<file path="config.mk">
export PLATFORM = sky130hd
export DESIGN_NAME = wb_arbiter_flat
export DESIGN_NICKNAME = d
export VERILOG_FILES = /design/src/rtl/cpu_pkg.sv /design/src/rtl/wb_arbiter_if.sv /design/src/rtl/wb_fifo.sv /design/src/rtl/wb_arbiter.sv /design/src/flat_wrapper.sv
export SDC_FILE = /design/constraint.sdc
export NUM_CORES = 1
export LEC_CHECK = 0
export ABC_AREA = 1
export CELL_PAD_IN_SITES_DETAIL_PLACEMENT = 1
export CELL_PAD_IN_SITES_GLOBAL_PLACEMENT = 1
export CORE_ASPECT_RATIO = 0.5
export CORE_MARGIN = 3
export CORE_UTILIZATION = 34
export DETAILED_ROUTE_END_ITERATION = 7
export GPL_TIMING_DRIVEN = 0
export PLACE_DENSITY_LB_ADDON = 0.15
export REMOVE_ABC_BUFFERS = 1
export SYNTH_ARGS = -nofsm -noshare
export SYNTH_HDL_FRONTEND = slang
export SYNTH_SLANG_ARGS = --single-unit
export TNS_END_PERCENT = 30
</file>
<file path="constraint.sdc">
create_clock -name clk -period 3.5 [get_ports clk]
set_clock_uncertainty 0.2 [all_clocks]
set_input_delay 0.7 -clock clk [delete_from_list [all_inputs] [get_ports clk]]
set_output_delay 0.7 -clock clk [all_outputs]
set_load 0.01 [all_outputs]
</file>
<file path="src/rtl/cpu_pkg.sv">
`default_nettype none
// ============================================================================
// Module  : cpu_pkg
// Brief   : Shared core types and widths for the writeback path.
// Revision: 1.0 - initial release
// ============================================================================
package cpu_pkg;

  localparam int XLEN       = 32;
  localparam int REG_ADDR_W = 5;
  localparam int NUM_REGS   = 32;

  typedef struct packed {
    logic [REG_ADDR_W-1:0] rd;
    logic [XLEN-1:0]       data;
  } wb_entry_t;

  typedef enum logic [1:0] {
    SRC_NONE = 2'd0,
    SRC_PIPE = 2'd1,
    SRC_FIFO = 2'd2,
    SRC_BYP  = 2'd3
  } wb_src_e;

  function automatic logic is_x0(input logic [REG_ADDR_W-1:0] a);
    return a == '0;
  endfunction

endpackage
`default_nettype wire

</file>
<file path="src/rtl/wb_arbiter_if.sv">
`default_nettype none
// ============================================================================
// Module  : wb_arbiter_if
// Brief   : Result sources, MDU issue, register-file write port and scoreboard.
// Revision: 1.0 - initial release
// ============================================================================
interface wb_arbiter_if #(
  parameter int XLEN = cpu_pkg::XLEN
);
  import cpu_pkg::*;

  logic                  pipe_valid;
  logic [REG_ADDR_W-1:0] pipe_rd;
  logic [XLEN-1:0]       pipe_data;
  logic                  mdu_valid;
  logic [REG_ADDR_W-1:0] mdu_rd;
  logic [XLEN-1:0]       mdu_data;
  logic                  mdu_ready;
  logic                  issue_valid;
  logic [REG_ADDR_W-1:0] issue_rd;
  logic                  wen;
  logic [REG_ADDR_W-1:0] rd;
  logic [XLEN-1:0]       wdata;
  logic [NUM_REGS-1:0]   busy;
  logic                  stall_req;

  modport slave (
    input  pipe_valid, pipe_rd, pipe_data,
    input  mdu_valid, mdu_rd, mdu_data,
    input  issue_valid, issue_rd,
    output mdu_ready, wen, rd, wdata, busy, stall_req
  );

  modport master (
    output pipe_valid, pipe_rd, pipe_data,
    output mdu_valid, mdu_rd, mdu_data,
    output issue_valid, issue_rd,
    input  mdu_ready, wen, rd, wdata, busy, stall_req
  );

endinterface
`default_nettype wire

</file>
<file path="src/rtl/wb_fifo.sv">
`default_nettype none
// ============================================================================
// Module  : wb_fifo
// Brief   : Power-of-two synchronous FIFO, extra pointer bit for full/empty.
// Revision: 1.0 - initial release
// ============================================================================
module wb_fifo #(
  parameter int WIDTH = 37,
  parameter int DEPTH = 2
) (
  input  wire logic             clk,
  input  wire logic             rst_n,
  input  wire logic             i_push,
  input  wire logic [WIDTH-1:0] i_data,
  input  wire logic             i_pop,
  output logic      [WIDTH-1:0] o_data,
  output logic                  o_full,
  output logic                  o_empty
);

  localparam int AW = $clog2(DEPTH);
  localparam logic [AW:0] c_ptr_one = 1;

  logic [WIDTH-1:0] r_mem [DEPTH];
  logic [AW:0]      r_wr_ptr;
  logic [AW:0]      r_rd_ptr;

  assign o_empty = (r_wr_ptr == r_rd_ptr);
  assign o_full  = (r_wr_ptr[AW] != r_rd_ptr[AW]) &&
                   (r_wr_ptr[AW-1:0] == r_rd_ptr[AW-1:0]);
  assign o_data  = r_mem[r_rd_ptr[AW-1:0]];

  always_ff @(posedge clk or negedge rst_n) begin
    if (!rst_n) begin
      r_wr_ptr <= '0;
      r_rd_ptr <= '0;
    end else begin
      if (i_push) r_wr_ptr <= r_wr_ptr + c_ptr_one;
      if (i_pop)  r_rd_ptr <= r_rd_ptr + c_ptr_one;
    end
  end

  // Storage needs no reset; the pointers define which entries are live.
  always_ff @(posedge clk) begin
    if (i_push) r_mem[r_wr_ptr[AW-1:0]] <= i_data;
  end

endmodule
`default_nettype wire

</file>
<file path="src/rtl/wb_arbiter.sv">
`default_nettype none
// ============================================================================
// Module  : wb_arbiter
// Brief   : Register-file write-port arbiter: pipeline vs buffered MDU results.
// Revision: 1.0 - initial release
// ============================================================================
module wb_arbiter
  import cpu_pkg::*;
#(
  parameter int XLEN       = cpu_pkg::XLEN,
  parameter int MDU_DEPTH  = 2,
  parameter int STARVE_MAX = 4
) (
  input  wire logic   clk,
  input  wire logic   rst_n,
  wb_arbiter_if.slave bus
);

  localparam int ENTRY_W = REG_ADDR_W + XLEN;
  localparam int CNT_W   = $clog2(STARVE_MAX + 1);
  localparam logic [CNT_W-1:0]    c_cnt_one   = 1;
  localparam logic [CNT_W-1:0]    c_starve    = CNT_W'(STARVE_MAX);
  localparam logic [NUM_REGS-1:0] c_reg_bit0  = 1;

  logic                  w_full;
  logic                  w_empty;
  logic                  w_acc;
  logic                  w_push;
  logic                  w_pop;
  logic [ENTRY_W-1:0]    w_head;
  logic [REG_ADDR_W-1:0] w_head_rd;
  logic [XLEN-1:0]       w_head_data;
  wb_src_e               w_src;
  logic [REG_ADDR_W-1:0] w_sel_rd;
  logic [XLEN-1:0]       w_sel_data;
  logic [CNT_W-1:0]      w_starve_nxt;
  logic [NUM_REGS-1:0]   w_busy_set;
  logic [NUM_REGS-1:0]   w_busy_clr;

  logic                  r_wen;
  logic [REG_ADDR_W-1:0] r_rd;
  logic [XLEN-1:0]       r_wdata;
  logic [NUM_REGS-1:0]   r_busy;
  logic                  r_stall;
  logic [CNT_W-1:0]      r_starve;

  wb_fifo #(
    .WIDTH (ENTRY_W),
    .DEPTH (MDU_DEPTH)
  ) u_mdu_fifo (
    .clk     (clk),
    .rst_n   (rst_n),
    .i_push  (w_push),
    .i_data  ({bus.mdu_rd, bus.mdu_data}),
    .i_pop   (w_pop),
    .o_data  (w_head),
    .o_full  (w_full),
    .o_empty (w_empty)
  );

  assign {w_head_rd, w_head_data} = w_head;

  // Held low in reset so the MDU never hands off a result that would be lost.
  assign bus.mdu_ready = rst_n & ~w_full;
  assign w_acc         = bus.mdu_valid & bus.mdu_ready;

  always_comb begin
    w_src = SRC_NONE;
    if (r_stall && !w_empty)  w_src = SRC_FIFO;
    else if (bus.pipe_valid)  w_src = SRC_PIPE;
    else if (!w_empty)        w_src = SRC_FIFO;
    else if (w_acc)           w_src = SRC_BYP;
  end

  always_comb begin
    w_sel_rd   = '0;
    w_sel_data = '0;
    case (w_src)
      SRC_PIPE: begin w_sel_rd = bus.pipe_rd; w_sel_data = bus.pipe_data; end
      SRC_FIFO: begin w_sel_rd = w_head_rd;   w_sel_data = w_head_data;   end
      SRC_BYP:  begin w_sel_rd = bus.mdu_rd;  w_sel_data = bus.mdu_data;  end
      default:  ;
    endcase
  end

  assign w_pop  = (w_src == SRC_FIFO);
  assign w_push = w_acc && (w_src != SRC_BYP);

  assign w_starve_nxt = (w_src == SRC_PIPE && !w_empty) ? r_starve + c_cnt_one : '0;

  assign w_busy_set = (bus.issue_valid && !is_x0(bus.issue_rd)) ? (c_reg_bit0 << bus.issue_rd) : '0;
  assign w_busy_clr = (w_src == SRC_FIFO || w_src == SRC_BYP) ? (c_reg_bit0 << w_sel_rd) : '0;

  always_ff @(posedge clk or negedge rst_n) begin
    if (!rst_n) begin
      r_wen    <= 1'b0;
      r_rd     <= '0;
      r_wdata  <= '0;
      r_busy   <= '0;
      r_stall  <= 1'b0;
      r_starve <= '0;
    end else begin
      r_wen <= (w_src != SRC_NONE) && !is_x0(w_sel_rd);
      if (w_src != SRC_NONE) begin
        r_rd    <= w_sel_rd;
        r_wdata <= w_sel_data;
      end
      // Set has priority so a re-issue racing the old result stays pending.
      r_busy   <= ((r_busy & ~w_busy_clr) | w_busy_set) & ~c_reg_bit0;
      r_starve <= w_starve_nxt;
      if (w_starve_nxt == c_starve) r_stall <= 1'b1;
      else if (w_pop)               r_stall <= 1'b0;
    end
  end

  assign bus.wen       = r_wen;
  assign bus.rd        = r_rd;
  assign bus.wdata     = r_wdata;
  assign bus.busy      = r_busy;
  assign bus.stall_req = r_stall;

endmodule
`default_nettype wire

</file>
<file path="src/flat_wrapper.sv">
// flat-port wrapper written by rule: the top's interface ports become plain ports
module wb_arbiter_flat import cpu_pkg::*;
#(
  parameter int XLEN       = cpu_pkg::XLEN,
  parameter int MDU_DEPTH  = 2,
  parameter int STARVE_MAX = 4
)
  (clk, rst_n, bus_pipe_valid, bus_pipe_rd, bus_pipe_data, bus_mdu_valid, bus_mdu_rd, bus_mdu_data, bus_issue_valid, bus_issue_rd, bus_mdu_ready, bus_wen, bus_rd, bus_wdata, bus_busy, bus_stall_req);
  wb_arbiter_if #(.XLEN(XLEN)) bus_i ();
  input  wire logic clk;
  input  wire logic rst_n;
  input wire logic [$bits(bus_i.pipe_valid)-1:0] bus_pipe_valid;
  input wire logic [$bits(bus_i.pipe_rd)-1:0] bus_pipe_rd;
  input wire logic [$bits(bus_i.pipe_data)-1:0] bus_pipe_data;
  input wire logic [$bits(bus_i.mdu_valid)-1:0] bus_mdu_valid;
  input wire logic [$bits(bus_i.mdu_rd)-1:0] bus_mdu_rd;
  input wire logic [$bits(bus_i.mdu_data)-1:0] bus_mdu_data;
  input wire logic [$bits(bus_i.issue_valid)-1:0] bus_issue_valid;
  input wire logic [$bits(bus_i.issue_rd)-1:0] bus_issue_rd;
  output wire logic [$bits(bus_i.mdu_ready)-1:0] bus_mdu_ready;
  output wire logic [$bits(bus_i.wen)-1:0] bus_wen;
  output wire logic [$bits(bus_i.rd)-1:0] bus_rd;
  output wire logic [$bits(bus_i.wdata)-1:0] bus_wdata;
  output wire logic [$bits(bus_i.busy)-1:0] bus_busy;
  output wire logic [$bits(bus_i.stall_req)-1:0] bus_stall_req;
  assign bus_i.pipe_valid = bus_pipe_valid;
  assign bus_i.pipe_rd = bus_pipe_rd;
  assign bus_i.pipe_data = bus_pipe_data;
  assign bus_i.mdu_valid = bus_mdu_valid;
  assign bus_i.mdu_rd = bus_mdu_rd;
  assign bus_i.mdu_data = bus_mdu_data;
  assign bus_i.issue_valid = bus_issue_valid;
  assign bus_i.issue_rd = bus_issue_rd;
  assign bus_mdu_ready = bus_i.mdu_ready;
  assign bus_wen = bus_i.wen;
  assign bus_rd = bus_i.rd;
  assign bus_wdata = bus_i.wdata;
  assign bus_busy = bus_i.busy;
  assign bus_stall_req = bus_i.stall_req;
  wb_arbiter #(.XLEN(XLEN), .MDU_DEPTH(MDU_DEPTH), .STARVE_MAX(STARVE_MAX)) u_core (.clk(clk), .rst_n(rst_n), .bus(bus_i));
endmodule
</file>
==> results.cfg <==
[synthesis]
synth_top_cell_by_area = edfxtp_1
synth.most_common_cell = nand2_1
synthArstFlopShare = 0.510
syn_avg_cell_area_um2 = 10.1
yosysSeqAreaShare = 0.635
synth_cell_types = 38
postSynthCellCount = 649
synth.area.top_cells = edfxtp_1 34%, dfrtp_1 29%, nand2_1 14%
ys.flop_type = dfrtp_1
ys_ff_latch = 151
synth_top_cell_area_share = 0.340
synth_area_um2 = 6540
synth-edff-count = 74
synthTopCellsByCount = 252 x nand2_1, 77 x dfrtp_1, 74 x edfxtp_1
yosysWarnings = 0

[detailed_routing]
ant_nets = 0
drc = 0
totalWireLength_um = 20000
detail_route.vias_per_cell = 4.94
drt_iter0_drc = 292
vias = 5299
wl_per_cell_um = 18.7
dr.pass1.iters = 4

[die]
io_pins = 156
die_height_um = 104
num_rows = 35
core_um2 = 18600
die_w_um = 202
dieArea_um2 = 21000
start_util = 0.351

[timing]
final_hold_viol_count = 0
finalSetupTns_ns = 0
setup_viol = 0
final_max_slew_viol_count = 0
rsz0062_at_grt = false
max-slew-margin-rel = 0.251
fin_hold_ws_ns = 0.0405
post-route-period-util = 0.952
fin_crit_ns = 3.33
tightest_slew_ns = 1.12
fmax_mhz = 300

[grt]
grt_pass1_wl_um = 32600
track_usage = 0.196
first_global_vias = 5769
grt.overflow.total = 0
grt_max_degree = 62
antenna_found_initial = 0

[cts]
clock_path_buffers = 2
clock_latency_ns = 0.42
numCtsBuffers = 17
root_buffer = clkbuf_16
clkTransAtPathRegs_ns = 0.06
cts.sinks = 151
cts_tree = done
htree_levels = 4

[status]
status = completed

[pwr]
p_seq_frac = 0.380
p_leak_nw = 3.64
pwr-share-clk = 0.244
p_int_mw = 4.74
power_switching_mw = 2.76
peakVddDrop_mv = 0.423
p_sw_frac = 0.368
power_density_nw_per_um2 = 836
power_frac_comb = 0.375

[critical_path]
critPathTopFamily = buffers and inverters
path_cells = inv_6, nand2_2, nand2_4, a21oi_1, clkdlybuf4s50_1
critPathKind = reg -> out
max_stage_delay_ns = 0.78
path_max_fanout = 39
slowest_stage = dfrtp_4
path_depth = 5
endpoint_kind = output pin
reg2reg_depth = 13
critical_path.startpoint_type = flop
required_ns = 2.60
arrival_ns = 2.43
crit_buf_inv = 2

[run]
maxCapViolCount = 0

[worst_hold_path]
hp-class = in -> async

[cells_and_area]
finalNetCount = 885
antenna_cells = 0
fillers = 2063
multiInputGateArea_um2 = 2160
ff_latch_area_um2 = 4150
layout-drive-gt1-share = 0.0886
synthToLayoutAreaGrowth_pct = 37.2

[place]
place_congestion = 0.748
dpl.hpwl_um = 12400
portBuffers = 154
## path summary, 6_finish.rpt
kind	slack, ns	start	endpoint
max in group asynchronous	1.56	rst_n	u_core.u_mdu_fifo.r_rd_ptr[0]
min	0.04	rst_n	u_core.bus.wdata[17]
max	0.17	u_core.u_mdu_fifo.r_rd_ptr[0]	bus_mdu_ready
min in group clk	0.26	u_core.r_starve[0]	u_core.r_starve[0]
min reg2reg	0.26	u_core.r_starve[0]	u_core.r_starve[0]
max reg2reg	0.29	u_core.u_mdu_fifo.r_rd_ptr[0]	u_core.bus.busy[4]
## layout make-up
cell class | count | share of cell area
tap | 259 | 0.0361
clock buffer | 19 | 0.0483
multi-input combinational | 441 | 0.241
timing repair buffer | 161 | 0.183
inverter | 28 | 0.0127
sequential | 151 | 0.463
clock inverter | 13 | 0.0162
## placed cells by master (no fill, tap or decap), drive strengths merged, types with 2 or more instances in the layout
cell type      instances
a21oi                 36
a221oi                26
buf                    7
bufinv                 2
clkbuf                19
clkdlybuf4s50        153
clkinv                 6
clkinvlp               3
dfrtp                 77
edfxtp                74
inv                   30
nand2                264
nand3                 41
nand4                 17
nor2                  32
nor3                   4
nor4                   3
o211ai                 4
o21ai                  2
xor2                   3
## sequential cells by signal, indices dropped and copies added (netlist names)
signal / flops
u_core.bus.busy: 31
u_core.bus.rd: 5
u_core.bus.stall_req: 1
u_core.bus.wdata: 32
u_core.bus.wen: 1
u_core.r_starve: 3
u_core.u_mdu_fifo.r_mem: 74
u_core.u_mdu_fifo.r_rd_ptr: 2
u_core.u_mdu_fifo.r_wr_ptr: 2
## power groups by stage
stage | registers [mW] | clock network [mW] | logic (mW)
finish | 2.85 | 1.83 | 2.81
global route | 2.94 | 1.95 | 3.11
CTS | 2.85 | 1.87 | 2.87
detailed placement | 2.87 | 0 | 2.83
global placement | 2.87 | 0 | 2.76
floorplan | 2.97 | 0 | 1.18
## per-layer routing
metal	vias up	track usage	wire, um
met4	0	0.0504	205
met2	89	0.321	9570
met5	-	0	0
met3	19	0.0410	707
met1	2681	0.269	9560
li1	2510	-	-
## what timing repair did
| action | in CTS | in global routing |
|---|---|---|
| buffers inserted | 3 | 0 |
| gates resized for setup | 3 | 1 |
| hold buffers | 1 | 0 |
| setup endpoints to repair | 113 | 44 |
| endpoints found under the hold margin | 18 | 0 |
| pin swaps | 1 | 0 |
| gates cloned | 1 | 0 |
## stage by stage
stage,std cells,power [mW],setup slack [ns],utilization,area [um^2]
finish,1072,7.50,0.168,0.482,8970
global route,1072,7.99,0.0259,0.482,8970
CTS,1072,7.60,0.0386,0.482,8960
detailed placement,1035,5.70,-0.963,0.448,8340
global placement,1032,5.63,-5.06,0.444,8260
floorplan,619,4.15,-0.928,-,6390
## cell families after synthesis
group                      share of synthesized area
and+or+nand+nor                                0.244
DFF                                            0.635
xor gates and xnor gates                     0.00536
adders and majority gates                    0.00191
AOI/OAI and AO/OA                             0.0735
muxes                                        0.00153
buffers and inverters                         0.0383
other                                       0.000574
Note: power is estimated with default switching activity, not from simulation.
